[config.mk]
export PLATFORM = sky130hd
export DESIGN_NAME = rangebin_addr_gen
export DESIGN_NICKNAME = d
export VERILOG_FILES = /design/src/rtl/rangebin_pkg.sv /design/src/rtl/pulse_delay_line.sv /design/src/rtl/rangebin_addr_gen.sv
export SDC_FILE = /design/constraint.sdc
export NUM_CORES = 1
export LEC_CHECK = 0
export CAP_MARGIN = 40
export CORE_AREA = 2 2 39 41
export DETAILED_ROUTE_END_ITERATION = 16
export DIE_AREA = 0 0 41 43
export DONT_BUFFER_PORTS = 1
export GPL_TIMING_DRIVEN = 1
export PLACE_DENSITY = 0.62
export SYNTH_ARGS = -nofsm -noshare
export SYNTH_HDL_FRONTEND = slang
export SYNTH_SLANG_ARGS = --single-unit
[constraint.sdc]
create_clock -name clk -period 1.6 [get_ports clk]
set_input_delay 0.32 -clock clk [delete_from_list [all_inputs] [get_ports clk]]
set_output_delay 0.32 -clock clk [all_outputs]
set_load 0.02 [all_outputs]
[src/rtl/rangebin_pkg.sv]
`default_nettype none
// ============================================================================
//  Module      : rangebin_pkg
//  Description : Shared constants for the range-bin address generator:
//                default geometry and end-of-range mode encodings.
//  Revision    : 1.0 - initial release
// ============================================================================
package rangebin_pkg;

    // Default geometry: 32 bins addressed by 5 bits, write side 3 cycles behind
    localparam int RB_BIN_W     = 5;
    localparam int RB_NUM_BINS  = 32;
    localparam int RB_RD_LEAD   = 3;

    // End-of-range behaviour of the bin counters
    localparam int RB_MODE_WRAP = 0;
    localparam int RB_MODE_SAT  = 1;

endpackage : rangebin_pkg
`default_nettype wire

[src/rtl/pulse_delay_line.sv]
`default_nettype none
// ============================================================================
//  Module      : pulse_delay_line
//  Description : DEPTH-stage single-bit shift register with synchronous
//                reset and clear. Used to align strobes with pipeline latency.
//  Revision    : 1.0 - initial release
// ============================================================================
module pulse_delay_line #(
    parameter int DEPTH = 3
) (
    input  logic clk,
    input  logic rst,
    input  logic clr,
    input  logic din,
    output logic dout
);

    logic [DEPTH-1:0] r_sr;

    if (DEPTH == 1) begin : g_one
        // Single stage: the register is the whole delay
        always_ff @(posedge clk) begin
            if (rst || clr) begin
                r_sr[0] <= 1'b0;
            end else begin
                r_sr[0] <= din;
            end
        end
    end else begin : g_multi
        // Shift towards the MSB; clear empties every stage at once
        always_ff @(posedge clk) begin
            if (rst || clr) begin
                r_sr <= '0;
            end else begin
                r_sr <= {r_sr[DEPTH-2:0], din};
            end
        end
    end

    assign dout = r_sr[DEPTH-1];

endmodule : pulse_delay_line
`default_nettype wire

[src/rtl/rangebin_addr_gen.sv]
`default_nettype none
// ============================================================================
//  Module      : rangebin_addr_gen
//  Description : Read/write range-bin address generator for the spectrum
//                accumulation RAM. The write index replays the accepted read
//                steps RD_LEAD cycles later. Flags frame completion and
//                overrun; cleared by the accumulation-done strobe.
//  Revision    : 1.0 - initial release
// ============================================================================
module rangebin_addr_gen
    import rangebin_pkg::*;
#(
    parameter int BIN_W    = RB_BIN_W,
    parameter int NUM_BINS = RB_NUM_BINS,
    parameter int RD_LEAD  = RB_RD_LEAD,
    parameter int SATURATE = RB_MODE_WRAP
) (
    input  logic             clk,
    input  logic             rst,
    input  logic             cal_done,
    input  logic             SPEC_Acc_Done,
    output logic [BIN_W-1:0] bin_counts_rd,
    output logic [BIN_W-1:0] bin_counts,
    output logic             rd_last,
    output logic             frame_done,
    output logic             overflow
);

    localparam logic [BIN_W-1:0] c_LAST = BIN_W'(NUM_BINS - 1);

    // Index 0 is the read-side counter, index 1 the write-side counter
    logic                  w_clr;
    logic                  w_wr_acc;
    logic [1:0]            w_pulse;
    logic [1:0]            w_step;
    logic [1:0]            w_full;
    logic [1:0][BIN_W-1:0] w_idx;
    logic                  r_frame_done;
    logic                  r_overflow;

    assign w_clr      = SPEC_Acc_Done;
    assign w_pulse[0] = cal_done;
    assign w_pulse[1] = w_wr_acc;

    // Same counter logic for both sides; only the step source differs
    for (genvar k = 0; k < 2; k++) begin : g_ctr
        logic [BIN_W-1:0] r_idx;
        logic             w_at_last;

        assign w_at_last = (r_idx == c_LAST);

        if (SATURATE == RB_MODE_SAT) begin : g_sat
            logic r_full;

            // Latch "full" when the last bin is stepped; blocks further steps
            always_ff @(posedge clk) begin
                if (rst || w_clr) begin
                    r_full <= 1'b0;
                end else if (w_step[k] && w_at_last) begin
                    r_full <= 1'b1;
                end
            end

            assign w_full[k] = r_full;
        end else begin : g_wrap
            assign w_full[k] = 1'b0;
        end

        assign w_step[k] = w_pulse[k] & ~w_full[k];

        // Increment, then wrap to 0 or hold at the last bin
        always_ff @(posedge clk) begin
            if (rst || w_clr) begin
                r_idx <= '0;
            end else if (w_step[k]) begin
                if (w_at_last) begin
                    r_idx <= (SATURATE == RB_MODE_SAT) ? r_idx : '0;
                end else begin
                    r_idx <= r_idx + BIN_W'(1);
                end
            end
        end

        assign w_idx[k] = r_idx;
    end

    // Accepted read steps are replayed on the write side after RD_LEAD cycles
    pulse_delay_line #(
        .DEPTH (RD_LEAD)
    ) u_dly (
        .clk  (clk),
        .rst  (rst),
        .clr  (w_clr),
        .din  (w_step[0]),
        .dout (w_wr_acc)
    );

    // Frame completes when the write side steps off the last bin
    always_ff @(posedge clk) begin
        if (rst || w_clr) begin
            r_frame_done <= 1'b0;
        end else begin
            r_frame_done <= w_step[1] && (w_idx[1] == c_LAST);
        end
    end

    // Sticky overrun: a pulse arrived while the read side was already full
    always_ff @(posedge clk) begin
        if (rst || w_clr) begin
            r_overflow <= 1'b0;
        end else if (cal_done && w_full[0]) begin
            r_overflow <= 1'b1;
        end
    end

    assign bin_counts_rd = w_idx[0];
    assign bin_counts    = w_idx[1];
    assign rd_last       = (w_idx[0] == c_LAST);
    assign frame_done    = r_frame_done;
    assign overflow      = r_overflow;

endmodule : rangebin_addr_gen
`default_nettype wire
## Yosys cells after proc, flatten, opt, wreduce, memory -nomap -nowiden

Cells that the tools add are included.

- Output and inout port bits: 13
- Register bits after elaboration: 14
- Input bits: 4

- Muxes and demuxes: 2
- Reduce and logical (&&, ||, !) cells: 2
- Equal/unequal tests: 2
- Add/sub/neg operators: 2

Operator list:

| kind | number |
|---|---|
| $add 5x1->5 const B | 2 |
| $eq 5x5->1 const B | 2 |
| $mux 5 | 2 |
| $logic_and 1x1->1 | 1 |
| $logic_or 1x1->1 | 1 |

## Logic depth before layout (Yosys ltp)

Gate-level depths: netlist of the first run.

- Depth after elaboration: 2
- Depth in mapped cells: 6

## Cells and area by module

Synthesis of the first run repeated with hierarchy kept, for this count alone.

- Cell total of the unflattened synthesis: 63
- Area total of the unflattened synthesis: 595.6 sq um

Modules (own cells, without submodules):

| module | instances | cells each | seq. area each (sq um) | area an instance (sq um) |
|---|---|---|---|---|
| rangebin_addr_gen | 1 | 57 | 220.2 | 513.0 |
| pulse_delay_line | 1 | 6 | 60.1 | 82.6 |

## Least setup slack after synthesis of the first run

Ideal clock, no wire load.

- Path type: flip-flop to flip-flop
- Start point: register g_ctr[0].r_idx[0] (netlist: bin_counts_rd[0])
- End point: register g_ctr[0].r_idx[3] (netlist: bin_counts_rd[3])
- Clock period less this slack: 1.762 ns
- Setup slack: -0.162 ns
- Arrival time: 1.692 ns
- Data required time: 1.530 ns
- Stages on the path, launching flop included: 6
- Path buffers: 0
- Setup time: 0.070 ns
- Path through: dfxtp_1 -> ha_1 -> and3_1 -> ha_1 -> or4_1 -> a21oi_1

- Longest elaborated chain between the ends: 2
- Elaborated cells on any way between the ends: 3

Ends and longest elaborated chain:

| item | RTL line | source |
|---|---|---|
| start: declaration | rangebin_addr_gen.sv:47 | `logic [BIN_W-1:0] r_idx;` |
| start signal: assignment | rangebin_addr_gen.sv:77 | `r_idx <= (SATURATE == RB_MODE_SAT) ? r_idx : '0;` |
| start signal: assignment | rangebin_addr_gen.sv:79 | `r_idx <= r_idx + BIN_W'(1);` |
| $eq 5x5->1 | -- |  |
| via rd_last | rangebin_addr_gen.sv:24 | `output logic rd_last,` |
| $mux 5 | rangebin_addr_gen.sv:76 | `if (w_at_last) begin` |

The timed path passes the listed nets, and every way through them passes these cells.
A chain may end at the register's enable or synchronous reset.

## Final worst setup path of the first run

- Start point: register g_ctr[0].r_idx[0] (netlist: bin_counts_rd[0])
- End point: output port rd_last

- Longest elaborated chain between the ends: 1

Ends and longest elaborated chain:

| item | RTL line | source |
|---|---|---|
| $eq 5x5->1 | rangebin_addr_gen.sv:118 | `assign rd_last = (w_idx[0] == c_LAST);` |
| end: declaration | rangebin_addr_gen.sv:24 |  |

No other way between the ends.

==> metrics.cfg, run 1 <==
[die]
initial_core_util_pct = 42.9
die_w_um = 41
fp.coreArea_um2 = 1380
die_h_um = 43
rows = 14
die_area_um2 = 1760
num_io_pins = 17

[timing]
fmax_ghz = 0.640
rsz0062_at_grt = false
final.period_utilization_pct = 97.7
finalSetupTns_ns = 0
fin_skew_ns = 0.00197
finalMaxSlewViolations = 0
finalSetupViolations = 0
fin_crit_ns = 1.56
timing_hold_violations_final = 0

[yosys]
synth_ff_type = dfxtp_1
yosys_warnings = 0
syn-instance-count = 64
synthTopCellsByCount = 14 x dfxtp_1, 12 x nor2_1, 5 x a21oi_1, 5 x mux2i_1, 4 x ha_1
seq_area_frac_synth_pct = 47.2
synth_seq_cells = 14
yosysMostFrequentCell = dfxtp_1
synth_nets = 72
synth_edf_count = 0
synthArstFlopShare_pct = 0
synth_area_leaders = dfxtp_1 47%, ha_1 8.4%, mux2i_1 8.4%
synth_area_per_cell_um2 = 9.29
synth_cell_types = 20
synth_top_area_cell = dfxtp_1
syn-cell-area_um2 = 594
yosys.area.top_type_share_pct = 47.2

[placement]
port_buffers = 0
placed_cells = 87
hpwl_um = 815
place_congestion = 0.669

[clock_network]
cts-root-buf = clkbuf_4
worstSkewPairLatency_ns = 0.28
cts.clk_slew.worst_paths_ns = 0.08
ctsHoldBuffers = 0
cts_tree = built
cts_num_sinks = 14
cts_buffers = 3
clk_path_buf_depth = 2
htree_levels = 1

[grt]
grt_usage_pct = 14.5
top_usage_layer = met2
use_met2_pct = 23.1
grt_max_degree = 13
overflow = 0
grt_pass1_wl_um = 1680
grt_pass1_vias = 462
gr-usage-met1_pct = 13.4
grtUsageMet3_pct = 5.76
antenna_found_initial = 0

[finish]
layoutNonFillerInstCount = 91
fill_cells = 141
diodes = 0
final_nets = 84
syn_to_final_growth_pct = 26.1
drive_gt1_share_pct = 28.0

[drt]
routed_via_density = 5.23
drcViolationCount = 0
drtIter0Drc = 3
wl_per_cell_um = 11.8
via_count = 476
drtPass1Iterations = 2
drt_wl_total_um = 1080
ant_nets = 0

[setup_path]
critPathCaptureType = output pin
crit_fanout = 5
path_class = flop to output pin
cp.arrival_ns = 1.24
setup.worst_path.start_class = flop
worstPathRequired_ns = 1.28

[job]
drv_cap = 0

[worst_hold_path]
hold_class = input pin to flop

[power_and_ir_drop]
p_per_area_nw_per_um2 = 831
p_leak_nw = 0.299
peakVddDrop_mv = 0.357

[outcome]
outcome = finished, final reports clean

==> report_power, final <==
group / internal [W] / switching (W) / leakage, nW
combinational: 0.00000919 / 0.0000146 / 0.164
clock: 0.000138 / 0.000108 / 0.0210
sequential: 0.000350 / 0.00000213 / 0.114
==> worst max-delay path, stage by stage (launching register included) <==
cell and delay [ns]:
dfxtp_4 0.35, ha_4 0.15, and3_4 0.18, ha_4 0.15, buf_6 0.13
==> placed cells by master (no fill, tap or decap), drive strengths merged, types with 3 or more instances in the layout <==
cell,instances
o21ai,3
clkbuf,4
nor2,12
ha,4
a21oi,5
dfxtp,14
mux2i,5
buf,10
==> worst paths after layout <==
kind | startpoint | end | slack (ns) | depth (start not counted)
max | bin_counts_rd[0]$_SDFFE_PP0P_ | rd_last | 0.04 | 4
min | cal_done | u_dly.r_sr[0]$_SDFF_PP0_ | 0.18 | 2
max reg2reg | bin_counts_rd[0]$_SDFFE_PP0P_ | bin_counts_rd[3]$_SDFFE_PP0P_ | 0.12 | 5
min reg2reg | u_dly.r_sr[1]$_SDFF_PP0_ | u_dly.r_sr[2]$_SDFF_PP0_ | 0.43 | 1
==> metrics by stage <==
step	hold WS [ns]	power (W)	utilization, %	worst slack (ns)	area [µm²]
final	0.176	0.000623	54.2	0.0375	749
after global routing	0.181	0.000648	54.2	0.00108	749
after CTS	0.167	0.000637	54.2	0.0174	749
after detailed placement	0.418	0.000384	50.4	0.0532	697
after global placement	0.410	0.000383	50.4	0.0951	697
after floorplan	0.406	0.000380	-	0.0229	617
==> area by class of cell <==
class	count	area (µm²)	share of cell area [%]
timing repair buffer	10	78.8	10.5
multi-input combinational	46	325	43.4
tap	16	20.0	2.67
clock buffer	4	36.3	4.84
inverter	1	3.75	0.501
sequential	14	285	38.1
==> routing by layer <==
metal	share of wire, %	vias to the layer above
li1	-	244
met1	43	213
met2	46	15
met3	8.1	4
met4	2.7	0
met5	0	-
==> state kept, by name, indices dropped and copies added, names as in the netlist <==
register / cells
frame_done: 1
bin_counts: 5
u_dly.r_sr: 3
bin_counts_rd: 5
==> cells by family (layout without fill, tap and decap cells) <==
family	after synthesis	after routing	synth area share [%]
compound gates	9	9	7.79
fa+ha+maj	4	4	8.42
buf+inv	4	15	3.16
flops	14	14	47.2
mux	5	5	8.42
other cells	1	1	0.631
simple gates	27	27	24.4
==> what timing repair did <==
| item | in CTS | in global routing |
|---|---|---|
| setup buffers | 0 | 0 |
| setup endpoints to repair | 1 | 1 |
| resized for setup | 3 | 0 |
| pin swaps | 0 | 1 |
(Power assumes the default switching activity.)
==> run 2, diff against run 1 <==
--- a/config.mk
+++ b/config.mk
@@ -6,12 +6,13 @@
 export NUM_CORES = 1
 export LEC_CHECK = 0
 export CAP_MARGIN = 40
-export CORE_AREA = 2 2 39 41
+export CORE_UTILIZATION = 45
+export CTS_BUF_LIST = sky130_fd_sc_hd__clkbuf_16
 export DETAILED_ROUTE_END_ITERATION = 16
-export DIE_AREA = 0 0 41 43
 export DONT_BUFFER_PORTS = 1
 export GPL_TIMING_DRIVEN = 1
-export PLACE_DENSITY = 0.62
+export HOLD_SLACK_MARGIN = 0.08
+export PLACE_DENSITY = 0.63
 export SYNTH_ARGS = -nofsm -noshare
 export SYNTH_HDL_FRONTEND = slang
 export SYNTH_SLANG_ARGS = --single-unit
==> run 2 against run 1 <==
Net effect: wire length is 7.3% higher; utilization rose by 13 points; setup slack better by 0.015 ns; final cell count shrank 3.3%; fmax rose by 0.97%; register-to-register slack worse by 0.02 ns; sequential power about the same; sequential cell count is the same; highest routed layer unchanged; sequential share of layout area shrank 1.8 points.
==> metrics.cfg, run 2 (synthesis results as in run 1) <==
[outcome]
outcome = finished, final reports clean

[worst_hold_path]
hold_class = input pin to flop
min_from = cal_done

[grt]
grt_pass1_vias = 432  ; -6.5%
grt_max_degree = 13  ; unchanged
grt_usage_pct = 18.1  ; +3.6 points
overflow = 0  ; unchanged
antenna_found_initial = 0  ; unchanged
grt_pass1_wl_um = 1730  ; +3.3%

[drt]
drcViolationCount = 0  ; unchanged
routed_via_density = 5.51  ; +5.4%
drt_wl_total_um = 1160  ; +7.3%
ant_nets = 0  ; unchanged
via_count = 485  ; +1.9%
drtIter0Drc = 6  ; +3
drtPass1Iterations = 4  ; +2
wl_per_cell_um = 13.1  ; +11%

[job]
drv_cap = 0  ; unchanged

[setup_path]
worstPathRequired_ns = 1.28  ; about the same
crit_start = bin_counts_rd[0]$_SDFFE_PP0P_
path_cells = ha_2, and3_4, ha_4, buf_6
cpLargestDelayFamily = flip-flops
slowest_delay_ns = 0.33  ; -0.02 ns
critPathCaptureType = output pin
path_buf_inv = 1  ; unchanged
setup.worst_path.start_class = flop
path_class = flop to output pin
critPathSlowestCell = dfxtp_4
reg2reg_from = bin_counts_rd[0]$_SDFFE_PP0P_
cp.arrival_ns = 1.23  ; about the same
crit_fanout = 5  ; unchanged

[timing]
timing_hold_violations_final = 0  ; unchanged
finalMaxSlewViolations = 0  ; unchanged
finalSetupViolations = 0  ; unchanged
fin_crit_ns = 1.55  ; -0.0151 ns
final.period_utilization_pct = 96.7  ; -0.94 points
rsz0062_at_grt = false
fmax_ghz = 0.646  ; +0.97%
finalSetupTns_ns = 0  ; unchanged
fin_skew_ns = 0.00160  ; -0.000375 ns

[finish]
final_cell_mix = 12 x nor2_1, 12 x dfxtp_1, 8 x buf_4, 5 x a21oi_1, 5 x mux2i_1
drive_gt1_share_pct = 27.0  ; -0.97 points
final_nets = 83  ; -1.2%
diodes = 0  ; unchanged
syn_to_final_growth_pct = 32.4
utilization_pct = 67.2  ; +13 points

[placement]
port_buffers = 0  ; unchanged
place_congestion = 0.661  ; -1.3%
hpwl_um = 814  ; -0.20%

[die]
die_h_um = 38.3  ; -11%
die_w_um = 38.3  ; -6.5%
die_area_um2 = 1470  ; -17%
initial_core_util_pct = 50.7  ; +7.8 points
num_io_pins = 17  ; unchanged
rows = 12  ; -2
fp.coreArea_um2 = 1170  ; -15%

[clock_network]
cts.clk_slew.worst_paths_ns = 0.05  ; -0.03 ns
cts-root-buf = clkbuf_16
worstSkewPairLatency_ns = 0.24  ; -0.04 ns
cts_tree = built
htree_levels = 1  ; unchanged
clk_path_buf_depth = 2  ; unchanged
cts_num_sinks = 14  ; unchanged
cts_buffers = 3  ; unchanged

[power_and_ir_drop]
p_leak_nw = 0.312  ; +4.3%
peakVddDrop_mv = 0.849  ; +140%
p_total_w = 0.000846  ; +36%
p_per_area_nw_per_um2 = 1080  ; +29%

[run 2: cell types whose count changed in the layout (fill, tap and decap cells not counted), sizes merged]
cell    previous run  this run
buf               10         9
clkbuf             4         3
clkinv             0         1
[run 2: per-layer routing]
layer	wire, µm	global-route usage, %
met1	499	19.7
met2	540	29.2
met3	98	9.30
met4	19	7.76
met5	0	0
[run 2: power by group]
group	total (W)	leakage [nW]	switching [W]	internal, W
Sequential	0.000354	0.114	0.00000141	0.000352
Combinational	0.0000242	0.159	0.0000148	0.00000938
Clock	0.000469	0.0385	0.000139	0.000330
Total	0.000846	0.312	0.000155	0.000691
[run 2: path summary, 6_finish.rpt]
kind | cells after the start | slack [ns] | end
worst max-delay path | 4 | 0.05 | rd_last
worst min-delay path | 2 | 0.23 | u_dly.r_sr[0]$_SDFF_PP0_
worst max register to register | 5 | 0.10 | bin_counts_rd[3]$_SDFFE_PP0P_
worst min register to register | 1 | 0.42 | u_dly.r_sr[1]$_SDFF_PP0_
[run 2: what timing repair did]
item                       in CTS  in global routing
pin swaps                       0                  1
hold buffers                    0                  0
setup endpoints to repair       1                  3
setup buffers                   0                  0
resized for setup               1                  3
[run 2: metrics by stage]
stage | std cells | setup WS [ns] | area, µm² | hold slack [ns]
CTS | 88 | 0.0236 | 769 | 0.229
detailed placement | 84 | 0.0629 | 687 | 0.419
global route | 88 | 0.0146 | 787 | 0.237
global placement | 84 | 0.103 | 687 | 0.411
finish | 88 | 0.0526 | 787 | 0.225
floorplan | 64 | 0.0229 | 617 | 0.406
[run 2: worst register-to-register path: cells and delay by family, from the launching register on]
family,cells,cell delay (ns)
DFF,1,0.33
adders and majority gates,2,0.33
and+or+nand+nor,2,0.65
AOI/OAI and AO/OA,1,0.12
[run 2: final cells by class]
| type | instances | area, µm² |
|---|---|---|
| Inverter | 1 | 3.75 |
| Clock buffer | 3 | 75.1 |
| Multi-Input combinational cell | 46 | 330 |
| Timing Repair Buffer | 9 | 71.3 |
| Fill cell | 97 | 384 |
| Tap cell | 14 | 17.5 |
| Sequential cell | 14 | 285 |
| Clock inverter | 1 | 3.75 |
==> run 3, diff against run 2 <==
--- a/config.mk
+++ b/config.mk
@@ -13,6 +13,7 @@
 export GPL_TIMING_DRIVEN = 1
 export HOLD_SLACK_MARGIN = 0.08
 export PLACE_DENSITY = 0.63
+export SETUP_SLACK_MARGIN = 0.4
 export SYNTH_ARGS = -nofsm -noshare
 export SYNTH_HDL_FRONTEND = slang
 export SYNTH_SLANG_ARGS = --single-unit
==> run 3 against run 2 <==
Net effect: clock power is 1% lower; fmax is 1.4% higher; largest power group unchanged; critical path type unchanged; setup slack better by 0.021 ns; via count is 0.82% lower; critical path depth stayed put; final cell count is 3.4% lower; wire length is 16% higher; sequential power is 1% lower; hold slack better by 0.0038 ns; utilization is 4.4 points higher; die area stayed put; count of clock-buffer cells in the layout stayed put.
==> metrics.cfg, run 3 (synthesis results as in run 1) <==
[worst_hold_path]
min_from = cal_done
hold_class = input pin to flop

[power_and_ir_drop]
p_leak_nw = 0.300  ; -3.9%
p_per_area_nw_per_um2 = 997  ; -7.3%
p_int_w = 0.000686  ; -0.83%
p_comb_share_pct = 2.9  ; about the same
p_seq_share_pct = 41.9  ; about the same
switchingPower_w = 0.000150  ; -3.3%
p_clk_share_pct = 55.2  ; -0.2 points
peakVddDrop_mv = 0.680  ; -20%
switching_share_pct = 17.9  ; -0.37 points

[timing]
finalMaxSlewViolations = 0  ; unchanged
fmax_ghz = 0.655  ; +1.4%
finalSetupTns_ns = 0  ; unchanged
fin_crit_ns = 1.53  ; -0.0213 ns
finalSetupViolations = 0  ; unchanged
rsz0062_at_grt = true
final.period_utilization_pct = 95.4  ; -1.3 points
timing_hold_violations_final = 0  ; unchanged
fin_skew_ns = 0.00263  ; +0.00103 ns

[clock_network]
worstSkewPairLatency_ns = 0.24  ; about the same
clk_path_buf_depth = 2  ; unchanged
cts_tree = built
cts_buffers = 3  ; unchanged
cts.clk_slew.worst_paths_ns = 0.05  ; about the same
cts_num_sinks = 14  ; unchanged
htree_levels = 1  ; unchanged
post_cts_buffers = 0  ; unchanged
cts-root-buf = clkbuf_16

[drt]
drcViolationCount = 0  ; unchanged
ant_nets = 0  ; unchanged
wl_per_cell_um = 15.7  ; +20%
routed_via_density = 5.66  ; +2.7%
drtIter0Drc = 12  ; +6
drt_wl_total_um = 1340  ; +16%
via_count = 481  ; -0.82%
drtPass1Iterations = 4  ; unchanged

[placement]
port_buffers = 0  ; unchanged
hpwl_um = 901  ; +11%
place_congestion = 0.841  ; +27%

[setup_path]
critPathSlowestCell = dfxtp_4
cpMostUsedCell = ha_4
critPathCaptureType = output pin
path_cells = ha_4, and3_4, ha_4, buf_6
path_class = flop to output pin
reg2reg_from = bin_counts_rd[1]$_SDFFE_PP0P_
crit_start = bin_counts_rd[1]$_SDFFE_PP0P_
cp.arrival_ns = 1.21  ; -0.02 ns
worstPathRequired_ns = 1.28  ; about the same
setup.worst_path.start_class = flop
crit_fanout = 5  ; unchanged
slowest_delay_ns = 0.34  ; about the same

[finish]
final_cell_mix = 12 x nor2_1, 9 x dfxtp_1, 5 x mux2i_1, 5 x buf_4
syn_to_final_growth_pct = 41.1
layout_commonest_cell = nor2_1
drive_gt1_share_pct = 39.4  ; +12 points
fill_cells = 87  ; -10%
final_nets = 80  ; -3.6%
diodes = 0  ; unchanged
utilization_pct = 71.6  ; +4.4 points

[grt]
grt_max_degree = 13  ; unchanged
antenna_found_initial = 0  ; unchanged
grt_pass1_vias = 481  ; +11%
grt_pass1_wl_um = 2050  ; +18%
grt_usage_pct = 21.6  ; +3.5 points
overflow = 0  ; unchanged

[die]
die_area_um2 = 1470  ; unchanged
num_io_pins = 17  ; unchanged
fp.coreArea_um2 = 1170  ; unchanged
rows = 12  ; unchanged
initial_core_util_pct = 50.7  ; unchanged
die_h_um = 38.3  ; unchanged
die_w_um = 38.3  ; unchanged

[job]
drv_cap = 0  ; unchanged

[outcome]
outcome = finished, final reports clean

-- run 3: stage by stage --
step                power, W  instances  instance area (µm²)  setup WS [ns]  hold WS (ns)
CTS                 0.000836         85                  822         0.0750         0.220
finish              0.000836         85                  838         0.0739         0.229
detailed placement  0.000380         81                  722          0.106         0.420
global route        0.000859         85                  838         0.0484         0.238
global placement    0.000379         81                  722          0.144         0.423
floorplan           0.000376         64                  674         0.0616         0.406
-- run 3: final cells by class --
cell class	instances	area [µm²]	share of cell area (%)
clock buffers	3	75.1	8.96
multi-input cells	46	393	46.9
inverters	1	3.75	0.448
clock inverters	1	3.75	0.448
well taps	14	17.5	2.09
repair buffers	6	48.8	5.82
flip-flops and latches	14	297	35.4
-- run 3: final timing paths --
kind                                    to  slack [ns]  cells after the start
max                                rd_last        0.07                      4
min               u_dly.r_sr[0]$_SDFF_PP0_        0.23                      2
max reg2reg  bin_counts_rd[2]$_SDFFE_PP0P_        0.10                      7
min reg2reg       u_dly.r_sr[2]$_SDFF_PP0_        0.43                      1
-- run 3: power groups by stage --
| stage | clock, W | combinational (W) | sequential (W) |
|---|---|---|---|
| after global placement | 0 | 0.0000224 | 0.000356 |
| after global routing | 0.000482 | 0.0000267 | 0.000350 |
| final | 0.000462 | 0.0000240 | 0.000350 |
| after floorplan | 0 | 0.0000176 | 0.000359 |
| after CTS | 0.000462 | 0.0000240 | 0.000350 |
| after detailed placement | 0 | 0.0000235 | 0.000356 |
-- run 3: layer usage --
layer,vias to the layer above,GRT usage [%],share of wire (%)
li1,237,-,-
met1,232,21.5,39
met2,10,39.0,54
met3,2,9.88,5.0
met4,0,7.76,1.0
met5,-,0,0
-- run 3: worst max-delay path, delay by kind of cell (launching register included) --
family	cells	cell delay, ns
adder cells (fa/ha/maj)	2	0.30
flip-flops	1	0.34
AND/OR/NAND/NOR	1	0.18
buffers and inverters	1	0.13
-- run 3: timing repair --
item,4_1_cts,5_1_grt
pin swaps,5,0
hold buffers,0,0
hold endpoints to repair,0,0
resized for setup,5,3
endpoints found under the setup margin,8,10
